`src/rtl/ps2_direction_rx.sv`:
```
`timescale 1ns/1ps
// PS/2 keyboard receiver. It decodes the extended arrow-key make codes
// (E0 75/72/6B/74) into one-cycle up/down/left/right pulses for the snake game.
module ps2_direction_rx #(
  parameter int TIMEOUT_CYCLES = 25000
) (
  input  logic       clock_25,
  input  logic       reset,
  input  logic       ps2_clk,
  input  logic       ps2_data,
  output logic [7:0] scan_code,
  output logic       code_valid,
  output logic       frame_error,
  output logic       up_P,
  output logic       down_P,
  output logic       left_P,
  output logic       right_P
);

  localparam int WD_W = $clog2(TIMEOUT_CYCLES + 1);
  localparam logic [WD_W-1:0] WD_MAX  = WD_W'(TIMEOUT_CYCLES);
  localparam logic [WD_W-1:0] WD_LAST = WD_W'(TIMEOUT_CYCLES - 1);

  typedef enum logic [1:0] {
    IDLE   = 2'd0,
    DATA   = 2'd1,
    PARITY = 2'd2,
    STOP   = 2'd3
  } state_t;

  state_t          state_q;
  logic            clk_s1_q, clk_s2_q, clk_s3_q;
  logic            dat_s1_q, dat_s2_q;
  logic [7:0]      shift_q;
  logic [2:0]      bit_cnt_q;
  logic            par_ok_q;
  logic [WD_W-1:0] wd_q;
  logic            ext_q, brk_q;
  logic            fall_edge;
  logic            timeout;

  // Two-flop synchronizers; clk_s3_q keeps one cycle of clock history for edge detection.
  always_ff @(posedge clock_25 or negedge reset) begin
    if (!reset) begin
      clk_s1_q <= 1'b1;
      clk_s2_q <= 1'b1;
      clk_s3_q <= 1'b1;
      dat_s1_q <= 1'b1;
      dat_s2_q <= 1'b1;
    end else begin
      clk_s1_q <= ps2_clk;
      clk_s2_q <= clk_s1_q;
      clk_s3_q <= clk_s2_q;
      dat_s1_q <= ps2_data;
      dat_s2_q <= dat_s1_q;
    end
  end

  assign fall_edge = clk_s3_q & ~clk_s2_q;
  assign timeout   = (state_q != IDLE) && !fall_edge && (wd_q >= WD_LAST);

  always_ff @(posedge clock_25 or negedge reset) begin
    if (!reset) begin
      state_q     <= IDLE;
      shift_q     <= 8'h00;
      bit_cnt_q   <= 3'd0;
      par_ok_q    <= 1'b0;
      wd_q        <= '0;
      scan_code   <= 8'h00;
      code_valid  <= 1'b0;
      frame_error <= 1'b0;
    end else begin
      code_valid  <= 1'b0;
      frame_error <= 1'b0;

      if (state_q == IDLE || fall_edge) begin
        wd_q <= '0;
      end else if (wd_q != WD_MAX) begin
        wd_q <= wd_q + WD_W'(1);
      end

      case (state_q)
        IDLE: begin
          if (fall_edge && !dat_s2_q) begin
            state_q   <= DATA;
            bit_cnt_q <= 3'd0;
          end
        end
        DATA: begin
          if (fall_edge) begin
            shift_q   <= {dat_s2_q, shift_q[7:1]};
            bit_cnt_q <= bit_cnt_q + 3'd1;
            if (bit_cnt_q == 3'd7) begin
              state_q <= PARITY;
            end
          end
        end
        PARITY: begin
          if (fall_edge) begin
            par_ok_q <= ^{shift_q, dat_s2_q};
            state_q  <= STOP;
          end
        end
        STOP: begin
          if (fall_edge) begin
            state_q <= IDLE;
            if (par_ok_q && dat_s2_q) begin
              scan_code  <= shift_q;
              code_valid <= 1'b1;
            end else begin
              frame_error <= 1'b1;
            end
          end
        end
        default: state_q <= IDLE;
      endcase

      // A stalled keyboard abandons the partial byte.
      if (timeout) begin
        state_q     <= IDLE;
        shift_q     <= 8'h00;
        bit_cnt_q   <= 3'd0;
        frame_error <= 1'b1;
      end
    end
  end

  // Prefix tracking: E0 marks extended keys, F0 marks a release; any other byte ends the key.
  always_ff @(posedge clock_25 or negedge reset) begin
    if (!reset) begin
      ext_q   <= 1'b0;
      brk_q   <= 1'b0;
      up_P    <= 1'b0;
      down_P  <= 1'b0;
      left_P  <= 1'b0;
      right_P <= 1'b0;
    end else begin
      up_P    <= 1'b0;
      down_P  <= 1'b0;
      left_P  <= 1'b0;
      right_P <= 1'b0;
      if (frame_error) begin
        ext_q <= 1'b0;
        brk_q <= 1'b0;
      end else if (code_valid) begin
        case (scan_code)
          8'hE0: ext_q <= 1'b1;
          8'hF0: brk_q <= 1'b1;
          default: begin
            ext_q <= 1'b0;
            brk_q <= 1'b0;
            if (ext_q && !brk_q) begin
              case (scan_code)
                8'h75:   up_P    <= 1'b1;
                8'h72:   down_P  <= 1'b1;
                8'h6B:   left_P  <= 1'b1;
                8'h74:   right_P <= 1'b1;
                default: ;
              endcase
            end
          end
        endcase
      end
    end
  end

endmodule

```
`config.mk`:
```
export PLATFORM = sky130hd
export DESIGN_NAME = ps2_direction_rx
export DESIGN_NICKNAME = d
export VERILOG_FILES = /design/src/rtl/ps2_direction_rx.sv
export SDC_FILE = /design/constraint.sdc
export NUM_CORES = 1
export LEC_CHECK = 0
export BUFFER_PORTS_ARGS = -buffer_cell sky130_fd_sc_hd__buf_4
export CORE_ASPECT_RATIO = 0.7
export CORE_MARGIN = 3
export CORE_UTILIZATION = 30
export CTS_BUF_LIST = sky130_fd_sc_hd__clkbuf_2 sky130_fd_sc_hd__clkbuf_4 sky130_fd_sc_hd__clkbuf_8
export CTS_CLUSTER_SIZE = 16
export DETAILED_ROUTE_END_ITERATION = 6
export PLACE_DENSITY = 0.46
export SLEW_MARGIN = 30
export SYNTH_ARGS = -nofsm -noshare
export SYNTH_HDL_FRONTEND = slang
export SYNTH_SLANG_ARGS = --single-unit
```
`constraint.sdc`:
```
create_clock -name clock_25 -period 2.3 [get_ports clock_25]
set_input_delay 0.46 -clock clock_25 [delete_from_list [all_inputs] [get_ports clock_25]]
set_output_delay 0.46 -clock clock_25 [all_outputs]
set_load 0.02 [all_outputs]
```
======== Word level (Yosys, flattened, before mapping) ========
Index checks and enable logic that the tools add are counted.
Widths: inputs -> output; s select.
storage, ports and cells
  bits in registers ....................... 50
  input port bits ......................... 4
  output and inout bits ................... 14
  logic and storage cells ................. 116
operators by class
  add/subtract/negate cells ............... 2
  order comparisons ....................... 1
  equality and inequality tests ........... 18
  multiplexer cells ....................... 49
  bitwise operators ....................... 2
  reduce and logical (&&, ||, !) cells .... 25
operators with widths
  cell                   number
  $eq 8x7->1 const B     4
  $mux 1                 31
  $mux 15                2
  $mux 8                 3
  $eq 8x8->1 const B     2
  $add 15x1->15 const B  1
  $ge 15x15->1 const B   1
  $ne 15x15->1 const B   1
  $mux 2                 6
  $ne 3x3->1 const B     4
  $reduce_bool 2->1      5
  $mux 3                 3
  $reduce_xor 9->1       1
  $pmux 2 s4             1
  $reduce_and 2->1       4
  $pmux 3 s2             1
  $reduce_and 3->1       2
  $logic_and 1x1->1      5
  $reduce_and 5->1       1
  $eq 2x2->1 const B     2
  $ne 2x2->1 const B     2
  $pmux 1 s2             2
  $add 3x1->3 const B    1
  $eq 3x3->1 const B     1
  9 further kinds        11

======== Depth between registers and ports, before layout ========
Gate-level depths: netlist (run 1).
  word-level depth ........................ 7
  depth in mapped cells ................... 8
  depth with buffers taken out ............ 7

======== Worst setup path before layout (run 1) ========
No wires, ideal clock.
  path type ............................... register to register
  start point ............................. register wd_q[4]
  end point ............................... register state_q[1]
  arrival ................................. 1601 ps
  setup slack ............................. 573 ps
  cell stages (with the launch flop) ...... 7
  path buffers ............................ 1
  clock period less this slack ............ 1727 ps
  cell sequence ........................... dfrtp_1 or3_1 o31a_1 o22ai_2 and2_4 buf_8 nor3_1
on the way
  cells in the longest elaborated chain, start to end .. 4
  elaborated cells on any way between the ends .. 9
  classes of those cells .................. 1 x order compare; 5 x eq/ne; 1 x mux; 2 x reduce/logical
ends and longest elaborated chain
  item                                                       RTL line  text
  start: declaration                                         37        logic [WD_W-1:0] wd_q;
  start signal: assignment                                   79        wd_q <= wd_q + WD_W'(1);
  $ge 15x15->1 (*)                                           60        assign timeout = (state_q != IDLE) && !fall_edge && (wd_q >= WD_LAST);
  $logic_and 1x1->1 (*)                                      60
  $ne 3x3->1 (no source line) or $ne 3x2->1 (tied branches)  --
  $reduce_and 5->1 (no source line)                          --
  end signal: assignment                                     64        state_q <= IDLE;
  end signal: assignment                                     85        state_q <= DATA;
  end signal: assignment                                     94        state_q <= PARITY;
  end: declaration                                           31        state_t state_q;
Every way passes the cells marked *; elsewhere a longest branch is shown, timed or not.
A chain may end at the register's enable or synchronous reset.

======== Final worst setup path (run 1) ========
  start point ............................. register wd_q[10]
  end point ............................... register bit_cnt_q[0]
on the way
  cells in the longest elaborated chain, start to end .. 4
  elaborated cells on any way between the ends .. 7
  classes of those cells .................. 1 x order compare; 2 x eq/ne; 1 x mux; 3 x reduce/logical
ends and longest elaborated chain
  item                                                 RTL line  text
  $ge 15x15->1 (*)                                     60
  $logic_and 1x1->1 (*)                                60
  $ne 3x2->1 (no source line) (tied with other cells)  --
  $reduce_and 3->1 (no source line)                    --
  end signal: assignment                               92        bit_cnt_q <= bit_cnt_q + 3'd1;
  end: declaration                                     35        logic [2:0] bit_cnt_q;
Marks and branches as above.

==> results of run 1 <==
-- registers in the layout, indices dropped and copies added (netlist names), 2 cells and up --
register and cells:
state_q 2, shift_q 8, bit_cnt_q 3, scan_code 8
wd_q 15
-- where the power goes --
| part | internal, mW | switching, mW | total (mW) |
|---|---|---|---|
| clock network | 0.252 | 0.276 | 0.528 |
| registers | 1.05 | 0.177 | 1.23 |
| logic | 0.384 | 0.466 | 0.850 |
-- logic make-up after synthesis --
group                    Yosys count
adder cells (fa/ha/maj)            8
flip-flops                        50
multiplexers                      13
buffers and inverters             13
XOR/XNOR                          18
AO/OA/AOI/OAI                     36
AND/OR/NAND/NOR                   91
-- cell usage in the layout (no fill, tap or decap), types with 4 or more instances in the layout --
cell	netlist	layout
dfrtp_1	45	45
mux2i_1	4	4
a21oi_1	15	15
nor3_1	5	5
nand2b_1	4	4
or3_1	4	4
xor2_1	7	7
nor2_1	23	23
clkbuf_8	0	5
mux2_2	9	9
o21ai_0	9	9
ha_1	8	8
buf_4	0	18
nand2_1	23	23
inv_1	7	7
nand3_1	13	13
dfstp_2	5	5
xnor2_1	11	11
-- how the worst min path moves through the flow --
stage / startpoint / to / slack [ns] / depth (start not counted)
4_1_cts: reset / wd_q[12] / 0.19 / 1
6_report: reset / wd_q[12] / 0.16 / 1
3_3_place_gp: dat_s1_q / dat_s2_q / 0.35 / 0
3_5_place_dp: dat_s1_q / dat_s2_q / 0.35 / 0
5_1_grt: reset / wd_q[12] / 0.21 / 1
2_1_floorplan: reset / bit_cnt_q[0] / 0.16 / 0
-- metrics by stage --
stage	instance area, sq um	total power, mW	setup slack (ns)
after floorplan	2420	1.86	0.573
final	2720	2.60	0.341
after CTS	2720	2.64	0.371
after global routing	2720	2.82	0.177
after detailed placement	2630	2.09	0.391
after global placement	2630	2.10	0.440
-- worst register-to-register path: cells and delay by family, from the launching register on --
kind	cells	cell delay [ns]
and+or+nand+nor	3	1.02
DFF	1	0.44
AOI/OAI and AO/OA	2	0.37
-- cell type report --
cell class	instances	area, sq um
fill	780	4820
sequential	50	1260
multi-input combinational	166	1090
timing repair buffer	18	135
tap	98	123
clock buffer	8	91.3
inverter	7	26.3
-- metal layers --
metal  global-route usage [%]  up-vias  share of wire (%)
li1                         -      836                  -
met1                     19.3      810                 59
met2                     14.4       28                 36
met3                     3.50        9                3.7
met4                     3.96        0                1.4
met5                        0        -                  0
==> impl_metrics.ini, run 1 <==
[min_path]
hp-class = in -> async

[clock_network]
ctsHoldBuffers = 0
postCtsSetupBuffers = 0
clock-root-buffer = clkbuf_8
cts_resized = 0
insertion_delay_ns = 0.30
cts_sinks = 50
cts_buffer_depth = 2
htree_levels = 2
cts_tree = done
numCtsBuffers = 5
clkTransAtPathRegs_ns = 0.09

[drt]
drtPass1Iterations = 4
avgViaCountPerCell = 4.85
totalWireLength_mm = 4.89
avgRoutedWirePerCell_um = 14.1
drcViolationCount = 0
drtAntennaViolNets = 0
drtIter0Drc = 114
num_vias = 1683

[critical_path]
crit_type = reg -> reg
crit_chain = nor4_1 > nand2_1 > o22ai_2 > and2_4 > a2111oi_0
slowest_stage = nor4_1
reg2reg_depth = 5
crit_path_max_incr_delay_ns = 0.51
arrival_ns = 2.13
cp_num_cells = 5
r2r-start = wd_q[10]
r2r_setup_slack_ns = 0.34
path_max_fanout = 12
start_kind = flip-flop
cp_top_family = simple AND/OR/NAND/NOR gates
worstReg2RegEnd = bit_cnt_q[0]
endpoint_kind = flip-flop
path_buf_inv = 0
critical_path.startpoint = wd_q[10]
setup.worst_path.end = bit_cnt_q[0]
required_ns = 2.47

[global_routing]
grt_pass1_wl_mm = 8.52
grt_use_total_pct = 11.9
grt_pass1_vias = 1659
antenna_found_initial = 0
grt_max_degree = 51
grt_overflow = 0

[sta]
finalCritPeriodShare_pct = 85.2
tns_ns = 0
slew_headroom_pct = 57.6
hold_viol_final = 0
setup_viol = 0
worst_pin_slew_ns = 0.636
slew_violations = 0
max_freq_mhz = 510
period_minus_slack_ns = 1.96
grt_setup_unrepaired = false
hold_slack_ns = 0.163
skew_ns = 0.00641

[synthesis]
synth_top_family_by_area = simple AND/OR/NAND/NOR gates
synth-edff-count = 0
ys_types = 42
synth_compound_area_share_pct = 9.17
synthCells = 229
synth_area_sq_um = 2420
synth-xor-area-share_pct = 6.53
postSynth.asyncResetShare_pct = 100
synthMuxAreaShare_pct = 5.85
synth-simple-area-share_pct = 19.5
ys_ff_latch = 50
synth.area.top_cells = dfrtp_1, dfstp_2, mux2_2
synth_adder_area_share_pct = 4.14
synth.most_common_cell = dfrtp_1
yosysSeqAreaShare_pct = 52.0
synth_top_area_share_pct = 46.6
ys.flop_type = dfrtp_1
synth_nets = 241
synth.top_cells.by_count = dfrtp_1, nand2_1, nor2_1
yosysWarnings = 0
yosysTopAreaCell = dfrtp_1
synth.avg_cell_area_sq_um = 10.6

[floorplanning]
rows = 26
die_h_um = 81.1
core_sq_um = 7550
initial_utilization_pct = 32.0
io_pins = 18
die_w_um = 113
die_area_sq_um = 9180

[status]
status = finished clean

[layout]
drive_gt1_share_pct = 20.5
nNetsFinal = 260
final_util_pct = 36.1
synthToLayoutAreaGrowth_pct = 12.7
n_antenna_cell = 0
final_cells = 347

[placement]
io_buffers = 17
place.gp.congestion = 0.718
dp.cells = 339
dp_hpwl_mm = 3.40

[pwr]
p_per_area_nw_per_um2 = 956
peakVddDrop_mv = 0.521
leakagePower_nw = 1.20

[flow_run]
cap_violations = 0
Note: power is estimated with default switching activity, not from simulation.
==> run 2: changes to the inputs <==
Settings changed: ABC_AREA set to 0, RECOVER_POWER set to 100.
==> run 2 against run 1 <==
Net effect:
- power is 0.77% lower
- combinational power decreased by 2%
- cell count stayed put
- first-iteration DRC count grew 5.3%
- worst hold slack better by 0.096 ns
- wire length decreased by 0.33%
- sequential share of layout area increased by 1.3 points
- global-route usage did not move
- non-clock buffer count did not move
- setup slack lost 0.089 ns
- largest power group unchanged
- highest routed layer unchanged
==> impl_metrics.ini, run 2 (synthesis results as in run 1) <==
[global_routing]
grt_util_met2_pct = 14.4
grt_overflow = 0
grt_max_degree = 51
grt_pass1_wl_mm = 8.52
busiest_layer = met1
grt_use_total_pct = 11.9
grt_util_met3_pct = 3.50
antenna_found_initial = 0
use_met1_pct = 19.3
grt_pass1_vias = 1659

[layout]
synthToLayoutAreaGrowth_pct = 9.74
largest_register_ffs = 15
final_cells = 347
final_util_pct = 35.1
layout_commonest_cell = dfrtp_1
n_antenna_cell = 0
top_register = wd_q
final_cell_mix = dfrtp_1, nor2_1, nand2_1
reg_top3 = wd_q: 15 flops, scan_code: 8 flops, shift_q: 8 flops
fillers = 794
drive_gt1_share_pct = 13.3
nNetsFinal = 260

[min_path]
whs_endpoint = clk_s1_q
hp-start = ps2_clk
min_path_cells = 1
hp-class = in -> reg

[floorplanning]
die_w_um = 113
die_area_sq_um = 9180
initial_utilization_pct = 32.0
io_pins = 18
core_sq_um = 7550
rows = 26
die_h_um = 81.1

[drt]
drtAntennaViolNets = 0
avgRoutedWirePerCell_um = 14.0
totalWireLength_mm = 4.87
avgViaCountPerCell = 4.85
drcViolationCount = 0
num_vias = 1684
drtPass1Iterations = 4
drtIter0Drc = 120

[pwr]
p_per_area_nw_per_um2 = 975
leakagePower_nw = 1.14
peakVddDrop_mv = 0.519

[sta]
skew_ns = 0.00626
finalCritPeriodShare_pct = 89.1
setup_viol = 0
grt_setup_unrepaired = false
worst_pin_slew_ns = 1.24
tns_ns = 0
slew_violations = 0
hold_viol_final = 0
period_minus_slack_ns = 2.05
max_freq_mhz = 488
slew_headroom_pct = 17.2
hold_slack_ns = 0.259

[placement]
io_buffers = 17
dp_hpwl_mm = 3.40
place.gp.congestion = 0.718
dp.cells = 339

[critical_path]
arrival_ns = 2.24
start_kind = flip-flop
r2r-start = clk_s3_q
crit_chain = and2b_2 > nand2_1 > nor2_1 > mux2_2
worstReg2RegEnd = scan_code[0]
crit_type = reg -> reg
r2r_setup_slack_ns = 0.25
reg2reg_depth = 4
crit_path_max_incr_delay_ns = 0.62
endpoint_kind = flip-flop
required_ns = 2.50
slowest_stage = nor2_1
path_max_fanout = 13

[clock_network]
insertion_delay_ns = 0.30
postCtsSetupBuffers = 0
htree_levels = 2
clock-root-buffer = clkbuf_8
cts_buffer_depth = 2
cts_sinks = 50
clkTransAtPathRegs_ns = 0.09
cts_resized = 0
ctsHoldBuffers = 0
cts_tree = done
numCtsBuffers = 5

[status]
status = finished clean

[flow_run]
cap_violations = 0
## run 2: final cells by class
| cell class | count | area [sq um] | share of cell area, % |
|---|---|---|---|
| clock buffer | 8 | 91.3 | 3.45 |
| inverter | 7 | 26.3 | 0.991 |
| multi-input combinational | 166 | 1070 | 40.5 |
| sequential | 50 | 1260 | 47.4 |
| tap | 98 | 123 | 4.62 |
| timing repair buffer | 18 | 80.1 | 3.02 |
## run 2: through the flow
stage | total power [mW] | worst slack (ns) | cell area, sq um
floorplan | 1.86 | 0.573 | 2420
global placement | 2.10 | 0.440 | 2630
detailed placement | 2.09 | 0.391 | 2630
CTS | 2.64 | 0.371 | 2720
global route | 2.80 | 0.113 | 2650
finish | 2.58 | 0.252 | 2650
## run 2: worst max path at each step
| stage | startpoint | to | slack [ns] | cells after the start |
|---|---|---|---|---|
| 6_report | clk_s3_q | scan_code[0] | 0.25 | 4 |
| 5_1_grt | clk_s3_q | scan_code[1] | 0.11 | 4 |
| 4_1_cts | wd_q[10] | bit_cnt_q[0] | 0.37 | 5 |
| 3_5_place_dp | wd_q[10] | bit_cnt_q[0] | 0.39 | 5 |
| 3_3_place_gp | wd_q[10] | bit_cnt_q[0] | 0.44 | 5 |
| 2_1_floorplan | wd_q[4] | state_q[1] | 0.57 | 6 |
## run 2: report_power, final
group | internal [mW] | switching [mW]
clock network | 0.252 | 0.277
logic | 0.366 | 0.464
registers | 1.05 | 0.177
## run 2: metal layers
layer / part of all wire [%] / wire length, um
met1: 58 / 2820
met2: 36 / 1770
met3: 4.4 / 214
met4: 1.3 / 63
met5: 0 / 0
## run 2: critical path: cells and delay by family (launching register included)
family / cells / cell delay (ns)
and+or+nand+nor: 3 / 0.99
DFF: 1 / 0.53
muxes: 1 / 0.41
==> run 3: changes to the inputs <==
Settings changed: CORE_UTILIZATION 30 to 40, PLACE_DENSITY 0.46 to 0.57.
==> run 3 against run 2 <==
Net effect:
- worst hold slack about the same
- sequential share of layout area up 0.27 points
- power up 1.2%
- maximum frequency up 4.6%
- first-iteration DRC count down 24%
- critical path depth up 1
==> impl_metrics.ini, run 3 (synthesis results as in run 1) <==
[layout]
final_cell_mix = dfrtp_1, nand2_1, nor2_1
reg_top3 = wd_q: 15 flops, scan_code: 8 flops, shift_q: 8 flops
layout_commonest_cell = dfrtp_1
final-seq-area_sq_um = 1260
largest_register_ffs = 15
synthToLayoutAreaGrowth_pct = 9.11
drive_gt1_share_pct = 13.7
fillers = 541
final_util_pct = 45.6
nNetsFinal = 260
multi_input_area_sq_um = 1080
top_register = wd_q
n_antenna_cell = 0

[floorplanning]
io_pins = 18
core_sq_um = 5780
die_w_um = 98.9
die_area_sq_um = 7020
rows = 23
initial_utilization_pct = 41.8
die_h_um = 71.0

[min_path]
hp-class = in -> reg

[placement]
io_buffers = 17
place.gp.congestion = 0.751
place_ws_ns = 0.435
dp_hpwl_mm = 3.28

[sta]
skew_ns = 0.00673
tns_ns = 0
grt_setup_unrepaired = false
worst_pin_slew_ns = 1.23
worst_slack_ns = 0.341
hold_viol_final = 0
slew_headroom_pct = 17.9
max_freq_mhz = 511
slew_violations = 0
period_minus_slack_ns = 1.96
setup_viol = 0
finalCritPeriodShare_pct = 85.2

[clock_network]
cts_tree = done
insertion_delay_ns = 0.30
htree_levels = 2
numCtsBuffers = 5
clock-root-buffer = clkbuf_8
cts_resized = 0
cts_buffer_depth = 2
ctsHoldBuffers = 0
clkTransAtPathRegs_ns = 0.09
postCtsSetupBuffers = 0
cts_sinks = 50

[global_routing]
grt_overflow = 0
grt_use_total_pct = 14.1
grt_pass1_vias = 1531
antenna_found_initial = 0
grt_max_degree = 51
grt_pass1_wl_mm = 7.80

[critical_path]
crit_type = reg -> reg
path_max_fanout = 12
start_kind = flip-flop
endpoint_kind = flip-flop
r2r-start = wd_q[4]
reg2reg_depth = 5
setup.worst_path.end = bit_cnt_q[0]
worstReg2RegEnd = bit_cnt_q[0]
arrival_ns = 2.13
required_ns = 2.47
r2r_setup_slack_ns = 0.34
critical_path.startpoint = wd_q[4]

[pwr]
p_sw_mw = 0.951
power_frac_comb_pct = 32.3
p_per_area_nw_per_um2 = 992
clkPwrFrac_pct = 20.4
p_seq_share_pct = 47.3
peakVddDrop_mv = 0.428
finalPower_mw = 2.62
switching_share_pct = 36.4
p_int_mw = 1.66
leakagePower_nw = 1.14

[drt]
avgRoutedWirePerCell_um = 14.3
drcViolationCount = 0
avgViaCountPerCell = 5.10
drtPass1Iterations = 4
num_vias = 1653
totalWireLength_mm = 4.63
drtIter0Drc = 91
drtAntennaViolNets = 0

[flow_run]
cap_violations = 0

[status]
status = finished clean
-- run 3: changes by cell type in the layout (fill, tap and decap cells not counted), sizes merged --
| cell | previous run | this run |
|---|---|---|
| clkbuf | 25 | 23 |
| clkinv | 0 | 1 |
| clkinvlp | 0 | 1 |
-- run 3: cell type report --
| type | count | area share [%] |
|---|---|---|
| Timing Repair Buffer | 18 | 3.04 |
| Clock buffer | 6 | 3.13 |
| Multi-Input combinational cell | 166 | 41.1 |
| Sequential cell | 50 | 47.7 |
| Inverter | 7 | 0.997 |
| Tap cell | 75 | 3.56 |
| Clock inverter | 2 | 0.475 |
-- run 3: through the flow --
step / area, sq um / cells / hold slack, ns
finish: 2640 / 324 / 0.259
global placement: 2600 / 316 / 0.347
floorplan: 2420 / 229 / 0.164
global route: 2640 / 324 / 0.244
CTS: 2700 / 324 / 0.192
detailed placement: 2600 / 316 / 0.348
-- run 3: layer usage --
metal | GRT usage (%) | share of wire (%) | wire [um]
met3 | 3.25 | 3.4 | 158
met2 | 16.1 | 37 | 1720
met4 | 4.55 | 1.1 | 49
met1 | 24.4 | 58 | 2710
met5 | 0 | 0 | 0
-- run 3: worst min-delay path by stage --
stage                     startpoint           end  slack, ns  cells past startpoint
after floorplan                reset  bit_cnt_q[0]       0.16                      0
after global placement      dat_s1_q      dat_s2_q       0.35                      0
after detailed placement    dat_s1_q      dat_s2_q       0.35                      0
after CTS                      reset    shift_q[2]       0.19                      1
after global routing        ps2_data      dat_s1_q       0.24                      1
final                       ps2_data      dat_s1_q       0.26                      1
-- run 3: power by group through the flow --
stage / combinational, mW / sequential (mW) / clock [mW]
after floorplan: 0.642 / 1.22 / 0
after global placement: 0.862 / 1.25 / 0
after detailed placement: 0.859 / 1.25 / 0
after CTS: 0.865 / 1.24 / 0.560
after global routing: 0.953 / 1.27 / 0.587
final: 0.845 / 1.24 / 0.534
-- run 3: critical path, cell delays in order, from the launching register on --
cell and delay (ns):
dfrtp_1 0.47, or3_1 0.42, o31a_1 0.31, o22ai_1 0.27, and2_4 0.28, a2111oi_0 0.08
